File: src/rtl/ex_stage_pkg.sv
`default_nettype none
// ============================================================================
// Module : ex_stage_pkg
// Brief  : Operation/result encodings and control constants for the EX stage.
// Rev    : 1.0  initial release
// ============================================================================
package ex_stage_pkg;

    localparam int c_ALU_OP_W  = 8;
    localparam int c_ALU_SEL_W = 3;

    localparam logic c_RST_ENABLE    = 1'b1;
    localparam logic c_STOP          = 1'b1;
    localparam logic c_NOT_STOP      = 1'b0;
    localparam logic c_WRITE_ENABLE  = 1'b1;
    localparam logic c_WRITE_DISABLE = 1'b0;

    typedef enum logic [c_ALU_OP_W-1:0] {
        EXE_NOP_OP   = 8'h00,
        EXE_AND_OP   = 8'h01,
        EXE_OR_OP    = 8'h02,
        EXE_XOR_OP   = 8'h03,
        EXE_NOR_OP   = 8'h04,
        EXE_SLL_OP   = 8'h05,
        EXE_SRL_OP   = 8'h06,
        EXE_SRA_OP   = 8'h07,
        EXE_ADDU_OP  = 8'h08,
        EXE_SUBU_OP  = 8'h09,
        EXE_SLT_OP   = 8'h0A,
        EXE_SLTU_OP  = 8'h0B,
        EXE_MFHI_OP  = 8'h0C,
        EXE_MFLO_OP  = 8'h0D,
        EXE_MTHI_OP  = 8'h0E,
        EXE_MTLO_OP  = 8'h0F,
        EXE_MULT_OP  = 8'h10,
        EXE_MULTU_OP = 8'h11,
        EXE_DIV_OP   = 8'h12,
        EXE_DIVU_OP  = 8'h13
    } alu_op_e;

    typedef enum logic [c_ALU_SEL_W-1:0] {
        EXE_RES_NOP   = 3'd0,
        EXE_RES_LOGIC = 3'd1,
        EXE_RES_SHIFT = 3'd2,
        EXE_RES_ARITH = 3'd3,
        EXE_RES_MOVE  = 3'd4
    } alu_sel_e;

    function automatic logic op_known(input alu_op_e op);
        return op inside {EXE_NOP_OP, EXE_AND_OP, EXE_OR_OP, EXE_XOR_OP, EXE_NOR_OP,
                          EXE_SLL_OP, EXE_SRL_OP, EXE_SRA_OP, EXE_ADDU_OP, EXE_SUBU_OP,
                          EXE_SLT_OP, EXE_SLTU_OP, EXE_MFHI_OP, EXE_MFLO_OP, EXE_MTHI_OP,
                          EXE_MTLO_OP, EXE_MULT_OP, EXE_MULTU_OP, EXE_DIV_OP, EXE_DIVU_OP};
    endfunction

    function automatic logic sel_known(input alu_sel_e sel);
        return sel inside {EXE_RES_NOP, EXE_RES_LOGIC, EXE_RES_SHIFT, EXE_RES_ARITH, EXE_RES_MOVE};
    endfunction

endpackage
`default_nettype wire

File: src/rtl/ex_stage_div_unit.sv
`default_nettype none
// ============================================================================
// Module : div_unit
// Brief  : Iterative radix-2 restoring divider, one quotient bit per cycle.
// Rev    : 1.0  initial release
// ============================================================================
module div_unit
    import ex_stage_pkg::*;
#(
    parameter int DATA_W     = 32,
    parameter int DIV_CYCLES = 32
) (
    input  logic                  clk,
    input  logic                  rst,
    input  logic                  signed_div,
    input  logic [DATA_W-1:0]     op1,
    input  logic [DATA_W-1:0]     op2,
    input  logic                  start,
    input  logic                  annul,
    input  logic                  stall_hold,
    output logic [2*DATA_W-1:0]   result,
    output logic                  ready
);

    localparam int c_CNT_W = $clog2(DIV_CYCLES);

    typedef enum logic [1:0] {
        S_IDLE = 2'd0,
        S_BUSY = 2'd1,
        S_DONE = 2'd2
    } div_state_e;

    div_state_e          r_state_q, w_state_d;
    logic [c_CNT_W-1:0]  r_cnt_q,   w_cnt_d;
    logic [DATA_W-1:0]   r_quo_q,   w_quo_d;
    logic [DATA_W-1:0]   r_rem_q,   w_rem_d;
    logic [DATA_W-1:0]   r_dvs_q,   w_dvs_d;
    logic                r_neg_quo_q, w_neg_quo_d;
    logic                r_neg_rem_q, w_neg_rem_d;

    logic [DATA_W:0]     w_shift_rem;
    logic [DATA_W:0]     w_trial;

    // Quotient register doubles as the dividend shift register.
    assign w_shift_rem = {r_rem_q, r_quo_q[DATA_W-1]};
    assign w_trial     = w_shift_rem - {1'b0, r_dvs_q};

    always_comb begin
        w_state_d   = r_state_q;
        w_cnt_d     = r_cnt_q;
        w_quo_d     = r_quo_q;
        w_rem_d     = r_rem_q;
        w_dvs_d     = r_dvs_q;
        w_neg_quo_d = r_neg_quo_q;
        w_neg_rem_d = r_neg_rem_q;
        case (r_state_q)
            S_IDLE: begin
                if (start) begin
                    if (op2 == '0) begin
                        w_quo_d     = '0;
                        w_rem_d     = '0;
                        w_neg_quo_d = 1'b0;
                        w_neg_rem_d = 1'b0;
                        w_state_d   = S_DONE;
                    end else begin
                        w_quo_d     = (signed_div && op1[DATA_W-1]) ? -op1 : op1;
                        w_dvs_d     = (signed_div && op2[DATA_W-1]) ? -op2 : op2;
                        w_rem_d     = '0;
                        w_cnt_d     = '0;
                        w_neg_quo_d = signed_div && (op1[DATA_W-1] ^ op2[DATA_W-1]);
                        w_neg_rem_d = signed_div && op1[DATA_W-1];
                        w_state_d   = S_BUSY;
                    end
                end
            end
            S_BUSY: begin
                if (annul) begin
                    w_state_d = S_IDLE;
                end else begin
                    w_rem_d = w_trial[DATA_W] ? w_shift_rem[DATA_W-1:0] : w_trial[DATA_W-1:0];
                    w_quo_d = {r_quo_q[DATA_W-2:0], ~w_trial[DATA_W]};
                    w_cnt_d = r_cnt_q + c_CNT_W'(1);
                    if (r_cnt_q == c_CNT_W'(DIV_CYCLES - 1)) begin
                        w_state_d = S_DONE;
                    end
                end
            end
            S_DONE: begin
                if (!stall_hold) begin
                    w_state_d = S_IDLE;
                end
            end
            default: w_state_d = S_IDLE;
        endcase
    end

    always_ff @(posedge clk) begin
        if (rst == c_RST_ENABLE) begin
            r_state_q   <= S_IDLE;
            r_cnt_q     <= '0;
            r_quo_q     <= '0;
            r_rem_q     <= '0;
            r_dvs_q     <= '0;
            r_neg_quo_q <= 1'b0;
            r_neg_rem_q <= 1'b0;
        end else begin
            r_state_q   <= w_state_d;
            r_cnt_q     <= w_cnt_d;
            r_quo_q     <= w_quo_d;
            r_rem_q     <= w_rem_d;
            r_dvs_q     <= w_dvs_d;
            r_neg_quo_q <= w_neg_quo_d;
            r_neg_rem_q <= w_neg_rem_d;
        end
    end

    assign ready  = (r_state_q == S_DONE);
    assign result = {(r_neg_rem_q ? -r_rem_q : r_rem_q),
                     (r_neg_quo_q ? -r_quo_q : r_quo_q)};

endmodule
`default_nettype wire

File: src/rtl/ex_stage.sv
`default_nettype none
// ============================================================================
// Module : ex_stage
// Brief  : Execute stage: combinational ALU/multiplier, iterative divider, result mux.
// Rev    : 1.0  initial release
// ============================================================================
module ex_stage
    import ex_stage_pkg::*;
#(
    parameter int DATA_W     = 32,
    parameter int DIV_CYCLES = 32
) (
    input  logic                    clk,
    input  logic                    rst,
    input  logic [c_ALU_OP_W-1:0]   alu_op,
    input  logic [c_ALU_SEL_W-1:0]  alu_sel,
    input  logic [DATA_W-1:0]       reg_data_1,
    input  logic [DATA_W-1:0]       reg_data_2,
    input  logic [4:0]              reg_write_addr,
    input  logic                    reg_write_en,
    input  logic [DATA_W-1:0]       hi_i,
    input  logic [DATA_W-1:0]       lo_i,
    input  logic [5:0]              stall,
    output logic [DATA_W-1:0]       wb_reg_write_data,
    output logic [4:0]              wb_reg_write_addr,
    output logic                    wb_reg_write_en,
    output logic                    hilo_write_en,
    output logic [DATA_W-1:0]       hi_o,
    output logic [DATA_W-1:0]       lo_o,
    output logic                    stallreq
);

    localparam int c_SHAMT_W = $clog2(DATA_W);

    alu_op_e                w_op;
    alu_sel_e               w_sel;
    logic                   w_is_div;
    logic                   w_is_signed;
    logic [c_SHAMT_W-1:0]   w_shamt;
    logic [DATA_W-1:0]      w_logic, w_shift, w_arith, w_move;
    logic [DATA_W-1:0]      w_mag1, w_mag2;
    logic [2*DATA_W-1:0]    w_umul, w_prod;
    logic [2*DATA_W-1:0]    w_div_result;
    logic                   w_div_ready;
    logic                   w_unused;

    assign w_op        = alu_op_e'(alu_op);
    assign w_sel       = alu_sel_e'(alu_sel);
    assign w_is_div    = (w_op == EXE_DIV_OP) || (w_op == EXE_DIVU_OP);
    assign w_is_signed = (w_op == EXE_MULT_OP) || (w_op == EXE_DIV_OP);
    assign w_shamt     = reg_data_1[c_SHAMT_W-1:0];
    assign w_unused    = ^{stall[5:4], stall[2:0]};

    always_comb begin
        w_logic = '0;
        w_shift = '0;
        w_arith = '0;
        w_move  = '0;
        case (w_op)
            EXE_AND_OP:  w_logic = reg_data_1 & reg_data_2;
            EXE_OR_OP:   w_logic = reg_data_1 | reg_data_2;
            EXE_XOR_OP:  w_logic = reg_data_1 ^ reg_data_2;
            EXE_NOR_OP:  w_logic = ~(reg_data_1 | reg_data_2);
            EXE_SLL_OP:  w_shift = reg_data_2 << w_shamt;
            EXE_SRL_OP:  w_shift = reg_data_2 >> w_shamt;
            EXE_SRA_OP:  w_shift = $unsigned($signed(reg_data_2) >>> w_shamt);
            EXE_ADDU_OP: w_arith = reg_data_1 + reg_data_2;
            EXE_SUBU_OP: w_arith = reg_data_1 - reg_data_2;
            EXE_SLT_OP:  w_arith = {{(DATA_W-1){1'b0}}, ($signed(reg_data_1) < $signed(reg_data_2))};
            EXE_SLTU_OP: w_arith = {{(DATA_W-1){1'b0}}, (reg_data_1 < reg_data_2)};
            EXE_MFHI_OP: w_move  = hi_i;
            EXE_MFLO_OP: w_move  = lo_i;
            default: ;
        endcase
    end

    // Signed multiply runs on magnitudes; the sign is restored on the full product.
    assign w_mag1 = (w_is_signed && reg_data_1[DATA_W-1]) ? -reg_data_1 : reg_data_1;
    assign w_mag2 = (w_is_signed && reg_data_2[DATA_W-1]) ? -reg_data_2 : reg_data_2;
    assign w_umul = {{DATA_W{1'b0}}, w_mag1} * {{DATA_W{1'b0}}, w_mag2};
    assign w_prod = (w_is_signed && (reg_data_1[DATA_W-1] ^ reg_data_2[DATA_W-1])) ? -w_umul : w_umul;

    div_unit #(
        .DATA_W     (DATA_W),
        .DIV_CYCLES (DIV_CYCLES)
    ) u_div_unit (
        .clk        (clk),
        .rst        (rst),
        .signed_div (w_op == EXE_DIV_OP),
        .op1        (reg_data_1),
        .op2        (reg_data_2),
        .start      (w_is_div),
        .annul      (!w_is_div),
        .stall_hold (stall[3] == c_STOP),
        .result     (w_div_result),
        .ready      (w_div_ready)
    );

    assign stallreq = w_is_div && !w_div_ready;

    always_comb begin
        wb_reg_write_data = '0;
        case (w_sel)
            EXE_RES_LOGIC: wb_reg_write_data = w_logic;
            EXE_RES_SHIFT: wb_reg_write_data = w_shift;
            EXE_RES_ARITH: wb_reg_write_data = w_arith;
            EXE_RES_MOVE:  wb_reg_write_data = w_move;
            default: ;
        endcase
        wb_reg_write_addr = reg_write_addr;
        wb_reg_write_en   = (reg_write_en && op_known(w_op) && sel_known(w_sel) && !stallreq)
                            ? c_WRITE_ENABLE : c_WRITE_DISABLE;

        hilo_write_en = c_WRITE_DISABLE;
        hi_o          = '0;
        lo_o          = '0;
        case (w_op)
            EXE_MULT_OP, EXE_MULTU_OP: begin
                hilo_write_en = c_WRITE_ENABLE;
                {hi_o, lo_o}  = w_prod;
            end
            EXE_DIV_OP, EXE_DIVU_OP: begin
                if (w_div_ready) begin
                    hilo_write_en = c_WRITE_ENABLE;
                    {hi_o, lo_o}  = w_div_result;
                end
            end
            EXE_MTHI_OP: begin
                hilo_write_en = c_WRITE_ENABLE;
                hi_o          = reg_data_1;
                lo_o          = lo_i;
            end
            EXE_MTLO_OP: begin
                hilo_write_en = c_WRITE_ENABLE;
                hi_o          = hi_i;
                lo_o          = reg_data_1;
            end
            default: ;
        endcase
    end

endmodule
`default_nettype wire
File: config.mk
export PLATFORM = sky130hd
export DESIGN_NAME = ex_stage
export DESIGN_NICKNAME = d
export VERILOG_FILES = /design/src/rtl/ex_stage_pkg.sv /design/src/rtl/ex_stage_div_unit.sv /design/src/rtl/ex_stage.sv
export SDC_FILE = /design/constraint.sdc
export NUM_CORES = 2
export LEC_CHECK = 0
export ABC_AREA = 1
export BUFFER_PORTS_ARGS = -buffer_cell sky130_fd_sc_hd__buf_4
export CORE_MARGIN = 1
export CORE_UTILIZATION = 60
export DETAILED_ROUTE_END_ITERATION = 12
export PLACE_DENSITY_LB_ADDON = 0.25
export SYNTH_ARGS = -nofsm -noshare
export SYNTH_HDL_FRONTEND = slang
export SYNTH_SLANG_ARGS = --single-unit
File: constraint.sdc
create_clock -name clk -period 10.7 [get_ports clk]
set_input_delay 1.07 -clock clk [delete_from_list [all_inputs] [get_ports clk]]
set_output_delay 1.07 -clock clk [all_outputs]
set_load 0.005 [all_outputs]
==> metrics.txt, run 1 <==
top_reg_cell synth dfxtp_1; outcome stopped before the end; Distinct cells, synth 71; Buffers on Ports 241; Syn. warnings 0; ys async rst share 0%; last worst endpoint in the global-route repair_timing hi_o[31]; H-tree levels 3; WEP type top-level output; total CTS buffers 9; Boundary Pins 257; pin count of the biggest net entering global routing 78; hpwl dp 233.7 mm; number of synthesized flops with an enable pin 0; GRT overflow 57; Error [ERROR GRT-0232] Routing congestion too high. Check the congestion heatmap in the GUI.; All-Layer GR Usage 77.91%; Sink Count 105; RD Place Congestion 1.176; Initial Util 60.50%; Mapped Nets 10,430; sequential share of the synthesized area 3.592%; Die H 314.3 µm; stopping stage 5_1_grt; root buffer cell clkbuf_16; Syn Std Cell Area 0.05851 mm²; Mapped Cells 8,981; Horiz. Die Dim 314.3 µm; FF+latch count, synth 105; syn_area_per_cell 6.515 µm²; Clock Tree Buf Depth 2; Site Rows 114; cts hold-fix bufs 0
stage by stage:
step	area (µm²)	util (%)	worst slack [ps]	std cells
CTS	71150	73.57	-395.8	11180
detailed placement	68150	70.47	-884.2	11070
global placement	68150	70.47	-779.3	11070
floorplan	58620	-	3.751	8981
cell families after synthesis:
group	count (synthesis)	synth area share [%]
muxes	11	0.1882
AOI/OAI and AO/OA	1344	13.30
and+or+nand+nor	3881	27.37
buffers and inverters	2259	15.02
xor gates and xnor gates	84	1.257
DFF	105	3.592
adders and majority gates	1297	39.27
timing repair:
item | 4_1_cts
gates resized for setup | 545
gates cloned | 1
setup endpoints to repair | 48
setup buffers | 96
pin swaps | 163
synthesized netlist by cell type (all sizes together), types with 9 or more instances:
cell | instances | area share [%]
buf | 160 | 1.5
nand3 | 363 | 3.2
mux2i | 11 | 0.19
a221oi | 36 | 0.54
a21boi | 10 | 0.13
o211ai | 64 | 0.82
dfxtp | 105 | 3.6
nand3b | 18 | 0.23
o2111ai | 23 | 0.34
fa | 899 | 31
a211oi | 10 | 0.13
clkinv | 18 | 0.12
o22ai | 78 | 0.83
or2 | 29 | 0.31
a31oi | 39 | 0.42
o21a | 30 | 0.38
clkbuf | 230 | 1.5
o221ai | 15 | 0.22
a22oi | 9 | 0.12
nor2 | 1028 | 7.0
nor3 | 73 | 0.70
ha | 398 | 8.5
o31ai | 12 | 0.15
xnor2 | 24 | 0.36
a21oi | 446 | 3.9
nand2 | 2251 | 15
nand4 | 90 | 1.0
nor4 | 17 | 0.18
inv | 1851 | 12
o21ai | 525 | 4.7
xor2 | 60 | 0.90
a21o | 9 | 0.12
o21bai | 21 | 0.29
per-layer routing:
layer  global-route usage (%)  overflow
met3                    64.14         3
met5                    41.20         0
met1                    78.42         2
met2                    92.29        35
met4                    76.36        17
==> inputs of run 2 (changes only) <==
--- a/config.mk
+++ b/config.mk
@@ -8,9 +8,9 @@
 export ABC_AREA = 1
 export BUFFER_PORTS_ARGS = -buffer_cell sky130_fd_sc_hd__buf_4
 export CORE_MARGIN = 1
-export CORE_UTILIZATION = 60
+export CORE_UTILIZATION = 40
 export DETAILED_ROUTE_END_ITERATION = 12
-export PLACE_DENSITY_LB_ADDON = 0.25
+export PLACE_DENSITY_LB_ADDON = 0.15
 export SYNTH_ARGS = -nofsm -noshare
 export SYNTH_HDL_FRONTEND = slang
 export SYNTH_SLANG_ARGS = --single-unit
==> constraint.sdc (replaced) <==
create_clock -name clk -period 13.9 [get_ports clk]
set_input_delay 1.39 -clock clk [delete_from_list [all_inputs] [get_ports clk]]
set_output_delay 1.39 -clock clk [all_outputs]
set_load 0.005 [all_outputs]
==> run 2 against run 1 <==
  * The flow now finishes, with violations (max-capacitance violations)
  * Synthesized cell count unchanged
  * Synthesized area unchanged
==> metrics.txt, run 2 <==
Sink Count 105 (unchanged); Mapped Cells 8,981 (unchanged); antenna violations before repair 12; fin crit share 97.17%; syn_area_per_cell 6.515 µm² (unchanged); Distinct cells, synth 71 (unchanged); Post-CTS Setup Bufs 0 (-100%); hold path start u_div_unit.r_dvs_q[29]; top_reg_cell synth dfxtp_1; DRT Pass-1 Iters 6; Worst Hold Class flop to flop; most common cell after layout, fill and taps aside nand2_1; failing checks max-capacitance violations; commonest cells after routing, fill and taps aside nand2_1, inv_1, nor2_1; layout cells sized above 1 7.714%; RSZ-0062 raised after global routing no; outcome complete, but fails checks; total CTS buffers 9 (unchanged); skew final 17.08 ps; synth top area cells fa_1, nand2_1, inv_1, ha_1, nor2_1; Boundary Pins 257 (unchanged); compound-cell area share of the yosys netlist 13.30% (unchanged); ys async rst share 0% (unchanged); crit-path max FO 31; Max Slew Vio Count 0; post-synth top area cell fa_1; reg2reg path depth 19; Clock Tree Buf Depth 2 (unchanged); slack of the critical path 393.9 ps; Mapped Nets 10,430 (unchanged); clk slew on worst S/H paths 80 ps; Hold Path Cell Cnt 2; most frequent CP cell fa_1; GRT overflow 0; Synth Area in Adders 39.27% (unchanged); Syn. warnings 0 (unchanged); sequential share of the synthesized area 3.592% (unchanged); R2R Path End u_div_unit.r_rem_q[2]; Max-slew headroom 1.094%; main combinational cell family by area after synthesis adder cells; FF+latch count, synth 105 (unchanged); H-tree levels 3 (unchanged); Post-Synth XOR/XNOR Area 1.257% (unchanged); leading cell types by count after synthesis nand2_1, inv_1, nor2_1; final non-filler cell total 10,960; number of synthesized flops with an enable pin 0 (unchanged); Fmax 74.04 MHz; Clk Latency, worst-skew pair 390 ps; Post-DRT Antenna Nets 0; number of global-route vias before repair 60,750; CP arrival 12,120 ps; CP Class primary input to output port; setup_tns 0 ps; Buffers on Ports 241 (unchanged); RR Startpoint u_div_unit.r_quo_q[31]; All-Layer GR Usage 38.95%; Horiz. Die Dim 384.5 µm (+22%); root buffer cell clkbuf_16; Layout Cell Area excl Fill 0.06291 mm²; Net count, final 10,490; Layout area overhead 7.516%; CP max-delay cell fa_1; post_cts resized 0 (-100%); Vias 61,670; reg2reg setup slack 10,380 ps; startpoint types primary input; Post-DP Area 0.06257 mm² (-8.2%); pre-CTS setup slack 409.5 ps (+1294 ps); Final Hold Fails 0; drt drc 0; MaxCap Viol Count 1; simple-gate portion of the synthesized area 27.37% (unchanged); pin count of the biggest net entering global routing 76; Site Rows 139 (+22%); hpwl dp 242.8 mm (+3.9%); CTS tree done; worst path required time 12,510 ps; core area 0.1444 mm²; Largest regs u_div_unit.r_dvs_q (32), u_div_unit.r_quo_q (32), u_div_unit.r_rem_q (32); placed instance count 10,940 (-1.2%); Iteration-0 DRC Markers 6,929; Final setup viols 0; drt wl/cell 26.44 µm; Syn Std Cell Area 0.05851 mm² (unchanged); post-synth top area share 30.76% (unchanged); cts hold-fix bufs 0 (unchanged); post-synthesis mux area share 0.1882% (unchanged); Total Wirelength 289.6 mm; RD Place Congestion 1.064 (-9.6%); most common cell in the netlist nand2_1; Worst-Margin Slew 1468 ps; Hold EP u_div_unit.r_dvs_q[29]; Crit. End Element output port; worst stage delay on the critical path 640 ps; global-route wire length before repair 417.4 mm; Die H 384.5 µm (+22%); fin crit period 13,510 ps; Initial Util 40.53% (-20 points); die area 0.1478 mm²; via-per-instance ratio 5.629
==> run 2: layer usage <==
layer  wire length, µm  track usage [%]  vias to the layer above
li1                  -                -                    27750
met1            114400            49.14                    29950
met2            125200            60.54                     3170
met3             27400            8.457                      789
met4             22560            24.10                        6
met5                36                0                        -
==> run 2: final cells by class <==
class / instances / area, µm²
clock buffer: 10 / 239.0
inverter: 1869 / 7024
antenna: 5 / 12.51
sequential: 105 / 2102
timing repair buffer: 441 / 3314
multi-input combinational: 6617 / 47760
clock inverter: 6 / 72.57
fill: 15590 / 81440
tap: 1903 / 2381
==> run 2: cells by family after synthesis <==
family / count (synthesis)
buffers and inverters: 2259
adder cells (fa/ha/maj): 1297
XOR/XNOR: 84
flip-flops: 105
AND/OR/NAND/NOR: 3881
AO/OA/AOI/OAI: 1344
multiplexers: 11
==> run 2: through the flow <==
stage          util (%)  hold WS [ps]
6_report          43.58         480.5
5_1_grt           43.57         493.3
2_1_floorplan         -         434.8
3_3_place_gp      43.34         451.6
3_5_place_dp      43.34         464.4
4_1_cts           43.56         477.1
==> run 2: how the worst max path moves through the flow <==
stage                  start        to  slack [ps]  cells past startpoint
6_report           alu_op[7]   hi_o[0]         390                     42
5_1_grt            alu_op[7]   hi_o[0]          70                     42
3_3_place_gp       alu_op[7]   hi_o[0]         450                     42
2_1_floorplan  reg_data_1[0]  hi_o[10]        1820                     53
4_1_cts            alu_op[7]   hi_o[0]         370                     42
3_5_place_dp       alu_op[7]   hi_o[0]         410                     42
==> run 2: worst max-delay path, delay by kind of cell <==
| family | cells | cell delay [ps] |
|---|---|---|
| AO/OA/AOI/OAI | 2 | 670 |
| adder cells (fa/ha/maj) | 9 | 4680 |
| AND/OR/NAND/NOR | 19 | 3520 |
| buffers and inverters | 12 | 1790 |
Power of run 2 is left out: the tool's default activity adds up to more than one toggle a clock period on the data nets, which glitch-free logic cannot reach.
